File: config.mk
export PLATFORM = sky130hd
export DESIGN_NAME = apb4_archinfo_init
export DESIGN_NICKNAME = d
export VERILOG_FILES = /design/src/rtl/apb4_archinfo_init.sv
export SDC_FILE = /design/constraint.sdc
export NUM_CORES = 1
export LEC_CHECK = 0
export BUFFER_PORTS_ARGS = -buffer_cell sky130_fd_sc_hd__buf_2
export CORE_MARGIN = 3
export CORE_UTILIZATION = 49
export CTS_CLUSTER_DIAMETER = 80
export DETAILED_ROUTE_END_ITERATION = 8
export PLACE_DENSITY_LB_ADDON = 0.05
export SKIP_CTS_REPAIR_TIMING = 1
export SLEW_MARGIN = 15
export SYNTH_ARGS = -nofsm -noshare
export SYNTH_HDL_FRONTEND = slang
export SYNTH_SLANG_ARGS = --single-unit
File: constraint.sdc
create_clock -name pclk -period 2.95 [get_ports pclk]
set_input_delay 0.1475 -clock pclk [delete_from_list [all_inputs] [get_ports pclk]]
set_output_delay 0.1475 -clock pclk [all_outputs]
set_load 0.02 [all_outputs]
File: src/rtl/apb4_archinfo_init.sv
// Boot-time APB4 master: writes SYS/IDL/IDH of the archinfo block, reads them back,
// checks the readback and publishes it on sideband outputs.
module apb4_archinfo_init #(
  parameter logic [31:0] BASE_ADDR  = 32'h0000_0000,
  parameter logic [31:0] SYS_INIT   = 32'h101F_1010,
  parameter logic [31:0] IDL_INIT   = 32'hFFFF_2022,
  parameter logic [31:0] IDH_INIT   = 32'h00FF_FFFF,
  parameter bit          AUTO_START = 1'b1,
  parameter int unsigned TIMEOUT    = 16
) (
  input  logic        pclk,
  input  logic        presetn,
  input  logic        start_i,
  output logic        busy_o,
  output logic        done_o,
  output logic        err_o,
  output logic        tmo_o,
  output logic [31:0] sys_o,
  output logic [31:0] idl_o,
  output logic [31:0] idh_o,
  output logic [31:0] paddr,
  output logic [2:0]  pprot,
  output logic        psel,
  output logic        penable,
  output logic        pwrite,
  output logic [31:0] pwdata,
  output logic [3:0]  pstrb,
  input  logic [31:0] prdata,
  input  logic        pready,
  input  logic        pslverr
);

  typedef enum logic [1:0] {StIdle, StSetup, StAccess, StDone} state_e;

  localparam logic [7:0] WaitLast = 8'(TIMEOUT - 1);

  state_e      state_q, state_d;
  logic [2:0]  idx_q, idx_d;
  logic [7:0]  wait_q, wait_d;
  logic        first_q, first_d;
  logic        err_q, err_d;
  logic        tmo_q, tmo_d;
  logic [31:0] sys_q, sys_d, idl_q, idl_d, idh_q, idh_d;

  logic        is_write;
  logic [1:0]  reg_sel;
  logic [31:0] init_val;
  logic        bus_active;

  // Steps 0..2 write, 3..5 read the same three registers in order.
  always_comb begin
    is_write = (idx_q < 3'd3);
    reg_sel  = is_write ? idx_q[1:0] : 2'(idx_q - 3'd3);
    case (reg_sel)
      2'd0:    init_val = SYS_INIT;
      2'd1:    init_val = IDL_INIT;
      default: init_val = IDH_INIT;
    endcase
  end

  assign bus_active = (state_q == StSetup) || (state_q == StAccess);

  assign psel    = bus_active;
  assign penable = (state_q == StAccess);
  assign pwrite  = bus_active && is_write;
  assign paddr   = bus_active ? (BASE_ADDR + {28'd0, reg_sel, 2'b00}) : 32'd0;
  assign pwdata  = (bus_active && is_write) ? init_val : 32'd0;
  assign pstrb   = (bus_active && is_write) ? 4'hF : 4'h0;
  assign pprot   = 3'b000;

  assign busy_o = bus_active;
  assign done_o = (state_q == StDone);
  assign err_o  = err_q;
  assign tmo_o  = tmo_q;
  assign sys_o  = sys_q;
  assign idl_o  = idl_q;
  assign idh_o  = idh_q;

  always_comb begin
    state_d = state_q;
    idx_d   = idx_q;
    wait_d  = wait_q;
    first_d = 1'b0;  // auto start only honoured in the very first cycle after reset
    err_d   = err_q;
    tmo_d   = tmo_q;
    sys_d   = sys_q;
    idl_d   = idl_q;
    idh_d   = idh_q;

    case (state_q)
      StIdle, StDone: begin
        if (start_i || ((state_q == StIdle) && first_q)) begin
          state_d = StSetup;
          idx_d   = 3'd0;
          err_d   = 1'b0;
          tmo_d   = 1'b0;
        end
      end
      StSetup: begin
        state_d = StAccess;
        wait_d  = 8'd0;
      end
      StAccess: begin
        if (pready) begin
          if (pslverr) begin
            err_d = 1'b1;
          end
          if (!is_write) begin
            case (reg_sel)
              2'd0:    sys_d = prdata;
              2'd1:    idl_d = prdata;
              default: idh_d = prdata;
            endcase
            if (prdata != init_val) begin
              err_d = 1'b1;
            end
          end
          if (idx_q == 3'd5) begin
            state_d = StDone;
          end else begin
            idx_d   = idx_q + 3'd1;
            state_d = StSetup;
          end
        end else if (wait_q == WaitLast) begin
          state_d = StDone;
          err_d   = 1'b1;
          tmo_d   = 1'b1;
        end else begin
          wait_d = wait_q + 8'd1;
        end
      end
      default: state_d = StIdle;
    endcase
  end

  always_ff @(posedge pclk or negedge presetn) begin
    if (!presetn) begin
      state_q <= StIdle;
      idx_q   <= 3'd0;
      wait_q  <= 8'd0;
      first_q <= AUTO_START;
      err_q   <= 1'b0;
      tmo_q   <= 1'b0;
      sys_q   <= 32'd0;
      idl_q   <= 32'd0;
      idh_q   <= 32'd0;
    end else begin
      state_q <= state_d;
      idx_q   <= idx_d;
      wait_q  <= wait_d;
      first_q <= first_d;
      err_q   <= err_d;
      tmo_q   <= tmo_d;
      sys_q   <= sys_d;
      idl_q   <= idl_d;
      idh_q   <= idh_d;
    end
  end

endmodule

## Word level (Yosys, flattened, before mapping)

Index checks and enable logic that the tools add are counted.

- Latch bits: 0
- Input port bits: 37
- Memory bits (read-only): 0
- Memory bits (writable): 0
- Register bits: 112
- Memories kept: 0
- Output and inout bits: 174

- Bitwise logic cells: 2
- Div/mod/pow operators: 0
- Shift-type cells: 0
- Equality and inequality tests: 14
- Magnitude comparators: 1
- Reductions and logical operators: 18
- Add/subtract/negate cells: 3
- $mul: 0
- Muxes and demuxes: 26

Operator list:

| cell | number |
|---|---|
| case mux 32 bit (2 select lines) | 1 |
| two-way mux 32 bit | 1 |
| inequality test 32 bit | 1 |
| AND reduction 4 bit | 5 |
| two-way mux 8 bit | 2 |
| case mux 8 bit (2 select lines) | 1 |
| two-way mux 2 bit | 5 |
| two-way mux 3 bit | 3 |
| adder 8 x 1 -> 8 bit, second input constant | 1 |
| equality test 8 x 4 -> 1 bit, second input constant | 1 |
| two-way mux 4 bit | 2 |
| inequality test 2 bit, second input constant | 4 |
| two-way mux 1 bit | 7 |
| case mux 2 bit (3 select lines) | 1 |
| case mux 3 bit (2 select lines) | 1 |
| AND reduction 3 bit | 2 |
| equality test 2 x 1 -> 1 bit, second input constant | 2 |
| equality test 2 bit, second input constant | 2 |
| zero test 2 bit | 2 |
| inequality test 2 x 1 -> 1 bit, second input constant | 2 |
| case mux 1 bit (2 select lines) | 2 |
| nonzero test 2 bit | 2 |
| OR reduction 2 bit | 2 |
| adder 3 x 1 -> 3 bit, second input constant | 1 |
| 8 further kinds | 11 |

## Logic depth before layout (Yosys ltp)

Gate-level depths: netlist of run 1.

- Depth in word-level cells: 9
- Depth in mapped cells: 8
- Depth with buffers taken out: 7

## Worst setup path after synthesis of run 1

OpenSTA, ideal clock, no wires.

- Kind: register to output
- From: reg state_q[0]
- To: out pwdata[10]
- Setup slack: 0.261 ns
- Cell stages (with the launch flop): 7
- Data required time: 2.803 ns
- Arrival time: 2.542 ns
- Path buffers: 2
- Cell sequence: dfrtp_1 > inv_1 > ha_1 > clkbuf_1 > nand2b_1 > nor3_1 > buf_4

- Word-level cells in the longest chain between the ends: 4

Ends and longest elaborated chain:

| what | RTL line | source |
|---|---|---|
| start: declaration | 37 | `state_e state_q, state_d;` |
| start signal: assignment | 138 | `state_q <= StIdle;` |
| start signal: assignment | 148 | `state_q <= state_d;` |
| equality test 2 x 1 -> 1 bit or equality test 2 bit (tied branches) | 61 | `assign bus_active = (state_q == StSetup) \|\| (state_q == StAccess);` |
| logical OR 1 bit (*) | 61 |  |
| net busy_o | 14 | `output logic busy_o,` |
| logical AND 1 bit (*) | 67 | `assign pwdata = (bus_active && is_write) ? init_val : 32'd0;` |
| two-way mux 32 bit (*) | 67 |  |
| end: declaration | 26 | `output logic [31:0] pwdata,` |

The timed path passes the listed nets; every way through them passes the cells marked *.

## Worst setup path in the final report of run 1

- From: reg state_q[0]
- To: out pstrb[0]

- Word-level cells in the longest chain between the ends: 4

Ends and longest elaborated chain:

| what | RTL line | source |
|---|---|---|
| equality test 2 x 1 -> 1 bit or equality test 2 bit (tied branches) | 61 |  |
| logical OR 1 bit (*) | 61 |  |
| logical AND 1 bit (*) | 68 | `assign pstrb = (bus_active && is_write) ? 4'hF : 4'h0;` |
| two-way mux 4 bit (*) | 68 |  |
| end: declaration | 27 | `output logic [3:0] pstrb,` |

Mark *: on every way between the ends. The rest lies on a longest branch, timed or not.

==> results of run 1 <==
-- sequential cells by signal, summed over array words and instances (netlist names) --
name,count
idx_q,3
tmo_o,1
idl_o,32
first_q,1
err_o,1
state_q,2
sys_o,32
idh_o,32
wait_q,8
-- logic make-up after synthesis --
| family | share of synthesized area [%] |
|---|---|
| AO/OA/AOI/OAI | 4.62 |
| XOR/XNOR | 0.667 |
| adder cells (fa/ha/maj) | 1.67 |
| buffers and inverters | 11.1 |
| flip-flops | 53.4 |
| multiplexers | 21.5 |
| other | 0.0714 |
| AND/OR/NAND/NOR | 6.93 |
-- final cells by class --
| cell class | instances | share of cell area [%] |
|---|---|---|
| inverter | 9 | 0.550 |
| sequential | 112 | 45.7 |
| multi-input combinational | 250 | 32.7 |
| tap | 136 | 2.77 |
| timing repair buffer | 184 | 15.6 |
| clock inverter | 5 | 0.631 |
| clock buffer | 11 | 2.14 |
| antenna | 1 | 0.0407 |
-- cells in the mapped netlist (all sizes together) (2+ instances only) --
master	instances
mux2	96
o21ai	6
inv	8
nor4	3
and3	2
nand3	6
nand4	7
nor3	8
ha	7
a211oi	2
mux2i	5
a31oi	3
dfrtp	111
nand2	13
xnor2	4
clkbuf	4
nand4b	3
buf	75
nor2	17
nor4b	2
o22ai	4
nand2b	2
a21oi	10
-- routing by layer --
metal,share of wire (%),track usage [%],vias to the layer above
met4,1.5,5.79,0
met5,0,0,-
met3,7.0,7.40,12
met2,51,33.7,115
met1,41,25.3,1746
li1,-,-,1668
-- worst register-to-register path, stage by stage (launching register included) --
cell and delay [ps]:
dfrtp_1 430, inv_1 100, ha_1 430, nand2_1 240
nor3_2 200, buf_4 420, mux2_2 400
-- metrics by stage --
| step | instance area [sq um] | total power [W] | std cells | hold slack, ps |
|---|---|---|---|---|
| final | 6140 | 0.00367 | 708 | 52.5 |
| after detailed placement | 5960 | 0.00286 | 690 | 252 |
| after global placement | 5960 | 0.00285 | 690 | 247 |
| after floorplan | 5380 | 0.00270 | 450 | -148 |
| after CTS | 6130 | 0.00371 | 706 | -166 |
| after global routing | 6140 | 0.00391 | 708 | 22.4 |
-- final timing paths --
kind	end	depth (start not counted)	slack (ps)	startpoint
setup / recovery	pstrb[0]	5	350	state_q[0]
hold / removal	sys_o[7]	2	50	prdata[7]
setup reg to reg	sys_o[19]	6	630	state_q[0]
hold reg to reg	sys_o[7]	1	500	sys_o[7]
max in group asynchronous	idh_o[9]	3	1860	presetn
min in group asynchronous	state_q[0]	2	360	presetn
-- power by group --
group | switching (W) | internal [W]
clock | 0.000526 | 0.000316
sequential | 0.0000522 | 0.00157
combinational | 0.000860 | 0.000341
==> reports/metrics.csv, run 1 <==
metric,value,unit
Most used DFF post-synth,dfrtp_1,
Final ANT Viol Nets,0,
Crit path largest cell delay,570,ps
vias per inst,5.00,
Max VDD drop,0.518,mV
WS Path Type,reg -> out,
Syn-to-layout area delta,16.9,%
cell taking the most area after synthesis,dfrtp_1,
Avg Inst Size Synth,12.6,sq um
Die Area,0.0120,sq mm
I/O pin cnt,211,
worst path cell trace,inv_1 -> ha_1 -> nand2b_1 -> a21oi_1 -> buf_2,
GPL Wtd Cong,0.841,
TritonCTS buffer count,9,
most frequent cells in the layout,"buf_2, dfrtp_1, mux2_2, conb_1, nor2_1",
P per Cell Area,597,mW/mm^2
Final period util,88.1,%
setup slack at placement,615,ps
Final Max Tran Viols,0,
CORE AREA,0.0104,sq mm
Via Count,3541,
initial antenna violation count,1,
Total GRT Usage,20.4,%
Routed WL,11.9,mm
crit-path leading delay family,adder cells,
Rows,37,
Pleak,3.48,nW
fin crit period,2600,ps
#FFs+latches synth,112,
"most common cell after layout, fill and taps aside",buf_2,
RSZ-0062 raised after global routing,no,
Final Skew,14.5,ps
die width,110,um
"FFs w/ async S/R, synth",100,%
crit-path max FO,14,
CTS max path bufs,2,
Final Util,59.2,%
final hold vios,0,
Setup crit end kind,output pin,
actual slew at the worst max-slew pin,725,ps
"Clk Latency, worst-skew pair",380,ps
remaining global-route overflow,0,
Setup Viol. Count Final,0,
Syn Std Cell Area,0.00525,sq mm
slowest CP cell,ha_1,
post-synth top area share,52.9,%
Multi-input gate area,0.00201,sq mm
I/O Buffers,177,
largest net degree at the start of global routing,58,
nets,610,
Max Cap Viol,0,
First-pass DRT Iterations,4,
Synth Warn #,0,
Fillers,885,
total clock sinks,112,
Post-synth EDFFs,0,
Final WS setup,352,ps
crit path DAT,2450,ps
startpoint types,flip-flop,
H-tree depth,3,
# DRC,0,
largest cells by area after synthesis,"dfrtp_1, mux2_2, buf_4",
Hold WC Path Type,in -> reg,
first-pass GRT wire length,18.5,mm
critical path required time,2800,ps
chip height,110,um
Initial Utilization,50.7,%
sequential fraction of the synthesis area,53.4,%
DP Wirelength,8.80,mm
root buf cell,clkbuf_8,
status,"finished, final reports clean",
setup TNS,0,ps
vias in the first global route,3386,
Initial DRC Count,114,
Sequential Area,0.00280,sq mm
"Distinct cells, synth",45,
relative slew slack,51.7,%
fmax,385,MHz
crit path buf inv count,2,
Post-Synthesis Cells,417,
WL per Instance,16.9,um
fraction of layout cells with a size suffix above 1,52.7,%
CTS tree,built,
clock slew at reported path FFs,100,ps
(Power assumes the default switching activity.)
==> run 2: changes to the inputs <==
--- a/config.mk
+++ b/config.mk
@@ -12,7 +12,7 @@
 export DETAILED_ROUTE_END_ITERATION = 8
 export PLACE_DENSITY_LB_ADDON = 0.05
 export SKIP_CTS_REPAIR_TIMING = 1
-export SLEW_MARGIN = 15
+export SLEW_MARGIN = 20
 export SYNTH_ARGS = -nofsm -noshare
 export SYNTH_HDL_FRONTEND = slang
 export SYNTH_SLANG_ARGS = --single-unit
==> constraint.sdc (replaced) <==
create_clock -name pclk -period 2.5 [get_ports pclk]
set_input_delay 0.125 -clock pclk [delete_from_list [all_inputs] [get_ports pclk]]
set_output_delay 0.125 -clock pclk [all_outputs]
set_load 0.02 [all_outputs]
==> run 2 against run 1 <==
Flip-flop and latch count did not move. First-iteration DRC count rose by 7.9%. Clock skew fell by 1.5 ps. Global-route usage fell by 0.17 points. Setup slack got worse by 120 ps. Clock-buffer cell count fell by 1.
==> reports/metrics.csv, run 2 (same netlist as run 1, synthesis figures left out) <==
metric,value,unit
status,"finished, final reports clean",
setup TNS,0,ps
crit-path max FO,8,
vias per inst,5.11,
Fillers,894,
combinational share of power,33.2,%
Routed WL,12.1,mm
Total GRT Usage,20.2,%
I/O Buffers,177,
CTS tree,built,
CORE AREA,0.0104,sq mm
Sw Share,39.1,%
Multi-input gate area,0.00202,sq mm
Rows,37,
Syn-to-layout area delta,18.6,%
DP Wirelength,8.94,mm
Internal,0.00270,W
RR Startpoint,wait_q[0],
WL per Instance,17.1,um
fin crit period,2270,ps
Max Cap Viol,0,
R2R cell count,6,
critical path required time,2380,ps
die width,110,um
total clock sinks,112,
nets,612,
fraction of layout cells with a size suffix above 1,53.9,%
H-tree depth,3,
chip height,110,um
Final Max Tran Viols,0,
root buf cell,clkbuf_8,
hold depth,2,
Crit path largest cell delay,520,ps
Hold WC Path Type,in -> reg,
crit path DAT,2140,ps
worst path cell trace,inv_1 -> ha_1 -> o21ai_0 -> o21ai_0 -> nor2_1 -> buf_2,
Initial Utilization,50.7,%
actual slew at the worst max-slew pin,714,ps
crit path buf inv count,2,
final hold vios,0,
# DRC,0,
startpoint types,flip-flop,
most frequent cells in the layout,"buf_2, dfrtp_1, mux2_2, conb_1, nor2_1",
First-pass DRT Iterations,5,
relative slew slack,51.9,%
"most common cell after layout, fill and taps aside",buf_2,
vias in the first global route,3536,
WS Path Type,reg -> out,
Sequential Area,0.00280,sq mm
slowest CP cell,dfrtp_1,
sequential share of power,42.7,%
clock slew at reported path FFs,110,ps
r2r setup slk,340,ps
Psw,0.00173,W
RSZ-0062 raised after global routing,no,
CTS max path bufs,2,
P per Cell Area,712,mW/mm^2
Non-Filler Instances,709,
diodes inserted,0,
Max VDD drop,0.503,mV
Via Count,3623,
Hold Crit Endpoint,sys_o[19],
most frequent CP cell,o21ai_0,
fmax,441,MHz
GPL Wtd Cong,0.886,
I/O pin cnt,211,
first-pass GRT wire length,18.7,mm
Pleak,3.51,nW
largest net degree at the start of global routing,88,
Crit Reg-Reg Endpoint,state_q[1],
Die Area,0.0120,sq mm
Setup crit end kind,output pin,
TritonCTS buffer count,9,
Setup Viol. Count Final,0,
"Clk Latency, worst-skew pair",370,ps
remaining global-route overflow,0,
initial antenna violation count,0,
placed cells,692,
crit-path leading delay family,flip-flops,
hold_sp,prdata[19],
Final Skew,13.0,ps
Clock power frac,24.1,%
Initial DRC Count,123,
Final period util,90.8,%
Final ANT Viol Nets,0,
final total power,0.00443,W
-- run 2: worst max path at each step --
stage | cells past startpoint | from | to | slack, ps
3_3_place_gp | 6 | wait_q[0] | state_q[1] | 430
3_5_place_dp | 6 | state_q[0] | wait_q[7] | 330
2_1_floorplan | 6 | state_q[0] | pstrb[0] | 130
6_report | 6 | idx_q[1] | paddr[3] | 230
4_1_cts | 5 | state_q[0] | pwdata[19] | 40
5_1_grt | 6 | idx_q[1] | paddr[3] | 50
-- run 2: per-stage QoR --
stage | hold WS (ps) | area, sq um | worst slack, ps | utilization (%)
2_1_floorplan | -171 | 5380 | 130 | -
3_3_place_gp | 68.8 | 6000 | 426 | 57.9
3_5_place_dp | 73.5 | 6000 | 328 | 57.9
4_1_cts | -335 | 6200 | 38.7 | 59.8
5_1_grt | 16.6 | 6230 | 51.8 | 60.1
6_report | 27.0 | 6230 | 231 | 60.1
-- run 2: layout make-up --
type / instances / area share [%]
Sequential cell: 112 / 45.0
Clock inverter: 6 / 0.984
Inverter: 9 / 0.603
Clock buffer: 10 / 2.21
Timing Repair Buffer: 186 / 16.0
Multi-Input combinational cell: 250 / 32.5
Tap cell: 136 / 2.73
-- run 2: power by group through the flow --
stage	logic [W]	clock network (W)	registers, W
floorplan	0.00125	0	0.00194
global placement	0.00143	0	0.00192
detailed placement	0.00145	0	0.00193
CTS	0.00145	0.00110	0.00189
global route	0.00162	0.00116	0.00190
finish	0.00147	0.00107	0.00189
-- run 2: per-layer routing --
metal / vias to the layer above / part of all wire [%] / track usage (%)
met3: 13 / 8.0 / 6.64
met4: 0 / 1.3 / 4.81
met1: 1791 / 41 / 25.7
met5: - / 0 / 0
met2: 140 / 49 / 33.7
li1: 1679 / - / -
